## src/rtl/rr_grant_arbiter.sv

```systemverilog
// Four-requester round-robin arbiter with hold/release handshake and optional hold timeout.
// The grant vector is registered and always zero or one-hot, so it can feed a one-hot encoder directly.
module rr_grant_arbiter #(
    parameter int TIMEOUT = 16,
    parameter int CNT_W   = 5
) (
    input  logic       clk_in,
    input  logic       rst_in,
    input  logic [3:0] req_in,
    input  logic       done_in,
    output logic [3:0] grant_out,
    output logic       grant_valid_out,
    output logic       timeout_out
);

    typedef enum logic {
        S_IDLE  = 1'b0,
        S_GRANT = 1'b1
    } state_t;

    // Last hold count at which a timeout fires; unused when TIMEOUT is zero.
    localparam logic [CNT_W-1:0] CNT_LAST = (TIMEOUT == 0) ? '0 : CNT_W'(TIMEOUT - 1);
    localparam logic [CNT_W-1:0] CNT_MAX  = '1;

    state_t           state_q, state_d;
    logic [1:0]       ptr_q, ptr_d;
    logic [1:0]       owner_q, owner_d;
    logic [CNT_W-1:0] cnt_q, cnt_d;
    logic [3:0]       grant_q, grant_d;
    logic             grant_valid_q, grant_valid_d;
    logic             timeout_q, timeout_d;

    logic [1:0]       pick;
    logic             rel_normal;
    logic             rel_timeout;

    // First requester at or after the priority pointer, circularly.
    function automatic logic [1:0] rr_pick(input logic [3:0] req, input logic [1:0] ptr);
        logic [1:0] idx;
        logic [1:0] sel;
        logic       found;
        sel   = ptr;
        found = 1'b0;
        for (int i = 0; i < 4; i++) begin
            idx = ptr + 2'(i);
            if (!found && req[idx]) begin
                sel   = idx;
                found = 1'b1;
            end
        end
        return sel;
    endfunction

    assign pick        = rr_pick(req_in, ptr_q);
    assign rel_normal  = done_in || !req_in[owner_q];
    assign rel_timeout = (TIMEOUT != 0) && (cnt_q == CNT_LAST);

    always_comb begin
        state_d   = state_q;
        ptr_d     = ptr_q;
        owner_d   = owner_q;
        cnt_d     = cnt_q;
        grant_d   = grant_q;
        timeout_d = 1'b0;

        case (state_q)
            S_IDLE: begin
                grant_d = 4'b0000;
                if (req_in != 4'b0000) begin
                    owner_d = pick;
                    grant_d = 4'b0001 << pick;
                    cnt_d   = '0;
                    state_d = S_GRANT;
                end
            end
            S_GRANT: begin
                if (rel_normal || rel_timeout) begin
                    // A normal release takes precedence, so a coincident done/drop never reports a timeout.
                    timeout_d = rel_timeout && !rel_normal;
                    grant_d   = 4'b0000;
                    ptr_d     = owner_q + 2'd1;
                    cnt_d     = '0;
                    state_d   = S_IDLE;
                end else if (cnt_q != CNT_MAX) begin
                    cnt_d = cnt_q + 1'b1;
                end
            end
            default: begin
                grant_d = 4'b0000;
                state_d = S_IDLE;
            end
        endcase

        grant_valid_d = (grant_d != 4'b0000);
    end

    always_ff @(posedge clk_in) begin
        if (!rst_in) begin
            state_q       <= S_IDLE;
            ptr_q         <= 2'd0;
            owner_q       <= 2'd0;
            cnt_q         <= '0;
            grant_q       <= 4'b0000;
            grant_valid_q <= 1'b0;
            timeout_q     <= 1'b0;
        end else begin
            state_q       <= state_d;
            ptr_q         <= ptr_d;
            owner_q       <= owner_d;
            cnt_q         <= cnt_d;
            grant_q       <= grant_d;
            grant_valid_q <= grant_valid_d;
            timeout_q     <= timeout_d;
        end
    end

    assign grant_out       = grant_q;
    assign grant_valid_out = grant_valid_q;
    assign timeout_out     = timeout_q;

endmodule

```

## config.mk

```make
export PLATFORM = sky130hd
export DESIGN_NAME = rr_grant_arbiter
export DESIGN_NICKNAME = d
export VERILOG_FILES = /design/src/rtl/rr_grant_arbiter.sv
export SDC_FILE = /design/constraint.sdc
export NUM_CORES = 1
export LEC_CHECK = 0
export BUFFER_PORTS_ARGS = -buffer_cell sky130_fd_sc_hd__buf_4
export CAP_MARGIN = 20
export CORE_MARGIN = 2
export CORE_UTILIZATION = 35
export CTS_BUF_LIST = sky130_fd_sc_hd__clkbuf_8 sky130_fd_sc_hd__clkbuf_16
export CTS_CLUSTER_SIZE = 30
export DETAILED_ROUTE_END_ITERATION = 6
export GPL_ROUTABILITY_DRIVEN = 1
export HOLD_SLACK_MARGIN = 0.02
export PLACE_DENSITY = 0.54
export SYNTH_ARGS = -nofsm -noshare
export SYNTH_HDL_FRONTEND = slang
export SYNTH_SLANG_ARGS = --single-unit
```

## constraint.sdc

```tcl
create_clock -name clk_in -period 4.4 [get_ports clk_in]
set_clock_uncertainty 0.15 [all_clocks]
set_input_delay 0.88 -clock clk_in [delete_from_list [all_inputs] [get_ports clk_in]]
set_output_delay 0.88 -clock clk_in [all_outputs]
set_load 0.05 [all_outputs]
```

Yosys cells after proc, flatten, opt, wreduce, memory -nomap -nowiden
Index checks and enable logic that the tools add are counted.
Operators by class
  $lt $le $gt $ge: 5
  multiplexer cells: 26
  bitwise gates (word level): 1
  reduce and logical (&&, ||, !) cells: 17
  shifts and indexed selects: 1
  eq/ne operators: 4
  add/subtract/negate cells: 5
Operators by type and width (count)
  $lt A2 B3 Y1 const B: 5
  $mux W5: 3
  $bmux W1 S2: 5
  $mux W1: 10
  $pmux W5 S2: 1
  $mux W4: 2
  $pmux W4 S2: 1
  $reduce_bool A4 Y1: 2
  $mux W2: 3
  $reduce_and A2 Y1: 3
  $add A5 B1 Y5 const B: 1
  $eq A5 B4 Y1 const B: 1
  $logic_not A1 Y1: 5
  $ne A5 B5 Y1 const B: 1
  $add A2 B1 Y2 const B: 2
  $add A2 B2 Y2 const B: 2
  $logic_and A1 B1 Y1: 4
  $shl A1 B2 Y4 const A: 1
  $ne A3 B1 Y1 const B: 1
  $reduce_and A3 Y1: 1
  $logic_or A1 B1 Y1: 2
  $ne A2 B2 Y1 const B: 1
  $pmux W1 S2: 1
  $not A1 Y1: 1
Word-level totals
  word-level logic and storage cells: 66
  bits in registers: 16
  output and inout port bits: 6
  input port bits: 7

Logic depth before layout (Yosys ltp)
  depth after elaboration: 16
  mapped depth: 8

Least setup slack after synthesis
OpenSTA, ideal clock, no wires.
  path kind: flip-flop to flip-flop
  start: register cnt_q[0]
  end: register cnt_q[3]
  buffers on the path: 0
  library setup time: 115 ps
  period minus slack after synthesis: 2234 ps
  data arrival time: 1970 ps
  cell stages (with the launch flop): 9
  path slack: 2166 ps
  path through: dfxtp_1 -> ha_1 -> and3_1 -> ha_1 -> or4b_4 -> o22ai_2 -> a211oi_1 -> xnor2_1 -> nor2_1
Between the ends
  longest elaborated chain between the ends: 4
  elaborated cells between the ends (all ways): 9
  classes of those cells: 1 x add/sub; 3 x eq/ne; 3 x mux; 2 x reduce/logical
RTL lines
  start: declaration: RTL line 28  | logic [CNT_W-1:0] cnt_q, cnt_d;
  start signal: assignment: RTL line 110  | cnt_q <= cnt_d;
  $add A5 B1 Y5 or $eq A5 B4 Y1 (tied branches): RTL line 85, 56
  $mux W5 or $logic_or A1 B1 Y1 (tied branches): RTL line 84, 77
  $mux W5 or $ne A3 B1 Y1 (tied branches)
  $pmux W5 S2 or $reduce_and A2 Y1 (tied branches)
Several ways; a longest one is shown, not always the timed one. The select of a mux whose other input is x is not followed.
A chain may end at the register's enable or synchronous reset.

Worst setup path after layout
Same ends and word-level chain as after synthesis.

==> out/qor.yml <==
status: "finished clean"
rsz0062_at_grt: "false"
fin_crit_ns: 2.45
crit_path_end: "cnt_q[3]$_SDFFE_PN0P_"
setup_viol: 0
synth-edff-count: 0
multi_input_area_um2: 538
crit_path_end_kind: "flip-flop"
drtAntennaViolNets: 0
area.sequential_um2: 320
cts.sinks: 16
cp.arrival_ns: 2.44
hold_class: "reg2reg"
worst_pin_slew_ns: 0.397
overflow: 0
path_class: "reg2reg"
cts_buffers: 3
highest_layer: "met4"
core_um2: 2430
synth_flop_cell: "dfxtp_1"
initialDrtViolationCount: 16
ir_worst_vdd_mv: 0.155
wirelength_mm: 1.80
seq_area_frac_synth_pct: 36.0
cts_buffer_depth: 2
required_ns: 4.39
dp_cells: 138
layout-drive-gt1-share_pct: 22.3
timing.rr.start: "cnt_q[0]$_SDFFE_PN0P_"
wl_met3_um: 61
syn_to_final_growth_pct: 18.3
cp_max_fo: 9
wl_per_cell_um: 12.6
avgSynthCellArea_um2: 8.99
numPortBuffers: 12
die-height_um: 54.4
cts_resized: 0
fmax_mhz: 409
antenna_found_initial: 0
start_util_pct: 36.6
stdcell_count: 142
setup.worst_path.start: "cnt_q[0]$_SDFFE_PN0P_"
gr-usage-all-layers_pct: 14.3
rr_worst_depth: 8
hold_viol_final: 0
drv_slew: 0
maxCapViolations: 0
cts.clk_slew.worst_paths_ns: 0.06
dr.pass1.iters: 4
cts_setup_buffers: 0
num_rows: 18
drt-met1-wl_um: 902
ff2ff_setup_slack_ns: 1.95
ys_warn_count: 0
final.setup.tns_ns: 0
syn-num-nets: 109
nFillCells: 250
synth.cell_area_um2: 890
cts_tree: "done"
period_share_pct: 55.6
grt_first_pass_wirelength_mm: 3.06
drc: 0
routed_via_density: 5.29
ctsHoldBuffers: 0
worstHoldPathCells: 2
synth_cell_types: 40
ios: 13
clk_latency_ns: 0.25
power_per_cell_area_nw_per_um2: 350
dp_hpwl_mm: 1.35
async_flop_share_pct: 0
root_buffer: "clkbuf_8"
grt_max_degree: 19
die_w_um: 54.4
setup.worst_path.start_class: "flip-flop"
routed-wl-met2_um: 821
leakage_nw: 0.440
synth_seq_cells: 16
h-tree-depth: 1
holdWs_ns: 0.330
die-area_um2: 2960
nNetsFinal: 123
place_congestion: 0.722
antenna_cells: 0
synth_cells: 99
layout_commonest_cell: "dfxtp_1"
relSlewSlack_pct: 73.5
r2r_end: "cnt_q[3]$_SDFFE_PN0P_"
mostFrequentLayoutCells: "dfxtp_1 (16), buf_4 (12), nand2_1 (11), nor2_1 (6)"
grt_pass1_vias: 688
vias: 751
-- layout make-up --
type                       count  area share, %
timing repair buffer          12           8.56
tap                           30           3.57
inverter                       3           1.07
sequential                    16           30.4
multi-input combinational     77           51.1
clock buffer                   4           5.23
-- cells in the mapped netlist, types with 3 or more instances --
cell | instances | share of area [%]
nand2_1 | 11 | 4.6
mux2i_1 | 3 | 3.4
o21ai_0 | 5 | 2.8
ha_1 | 3 | 4.2
nor2_1 | 6 | 2.5
inv_1 | 3 | 1.3
nor2b_1 | 3 | 2.1
nand3_1 | 4 | 2.3
and2_1 | 3 | 2.1
dfxtp_1 | 16 | 36
a21oi_1 | 5 | 2.8
-- where the power goes --
part / internal, mW / switching [mW]
sequential: 0.154 / 0.0110
clock: 0.0793 / 0.0490
combinational: 0.0310 / 0.0436
-- kinds of logic after synthesis --
family / Yosys count / share of synthesized area [%]
simple gates: 43 / 29.0
compound gates: 25 / 21.0
flops: 16 / 36.0
buf+inv: 6 / 3.52
xor+xnor: 3 / 2.95
mux: 3 / 3.38
fa+ha+maj: 3 / 4.22
-- registers in the layout, indices dropped and copies added (netlist names) --
signal	count
grant_valid_out	1
ptr_q	2
state_q	1
cnt_q	5
owner_q	2
grant_out	4
timeout_out	1
-- metal layers --
metal	vias up	GRT usage, %
met5	-	0
met4	0	6.25
met3	2	3.28
met2	10	22.7
met1	350	18.5
li1	389	-
-- critical path, stage by stage (launching register included) --
cell and delay, ns:
dfxtp_1 0.33, ha_1 0.21, and3_1 0.20, ha_1 0.23, or4b_4 0.49, o22ai_2 0.36
a211oi_1 0.15, xnor2_1 0.16, nor2_1 0.05
-- worst min-delay path by stage --
stage                                  startpoint                       to  slack [ns]
after floorplan             cnt_q[1]$_SDFFE_PN0P_    cnt_q[1]$_SDFFE_PN0P_        0.31
after global placement    grant_out[3]$_SDFF_PN0_  grant_out[3]$_SDFF_PN0_        0.32
after detailed placement  grant_out[3]$_SDFF_PN0_  grant_out[3]$_SDFF_PN0_        0.32
after CTS                 grant_out[3]$_SDFF_PN0_  grant_out[3]$_SDFF_PN0_        0.33
after global routing      grant_out[3]$_SDFF_PN0_  grant_out[3]$_SDFF_PN0_        0.36
final                     grant_out[3]$_SDFF_PN0_  grant_out[3]$_SDFF_PN0_        0.33
-- through the flow --
stage	utilization (%)	setup slack (ns)	instance area [um2]	total power [mW]
finish	43.3	1.95	1050	0.368
global route	43.3	1.81	1050	0.391
CTS	43.3	1.93	1050	0.375
detailed placement	41.0	1.88	997	0.244
global placement	41.0	1.91	997	0.243
floorplan	-	2.17	890	0.223
Power figures use the tool's default switching activity.
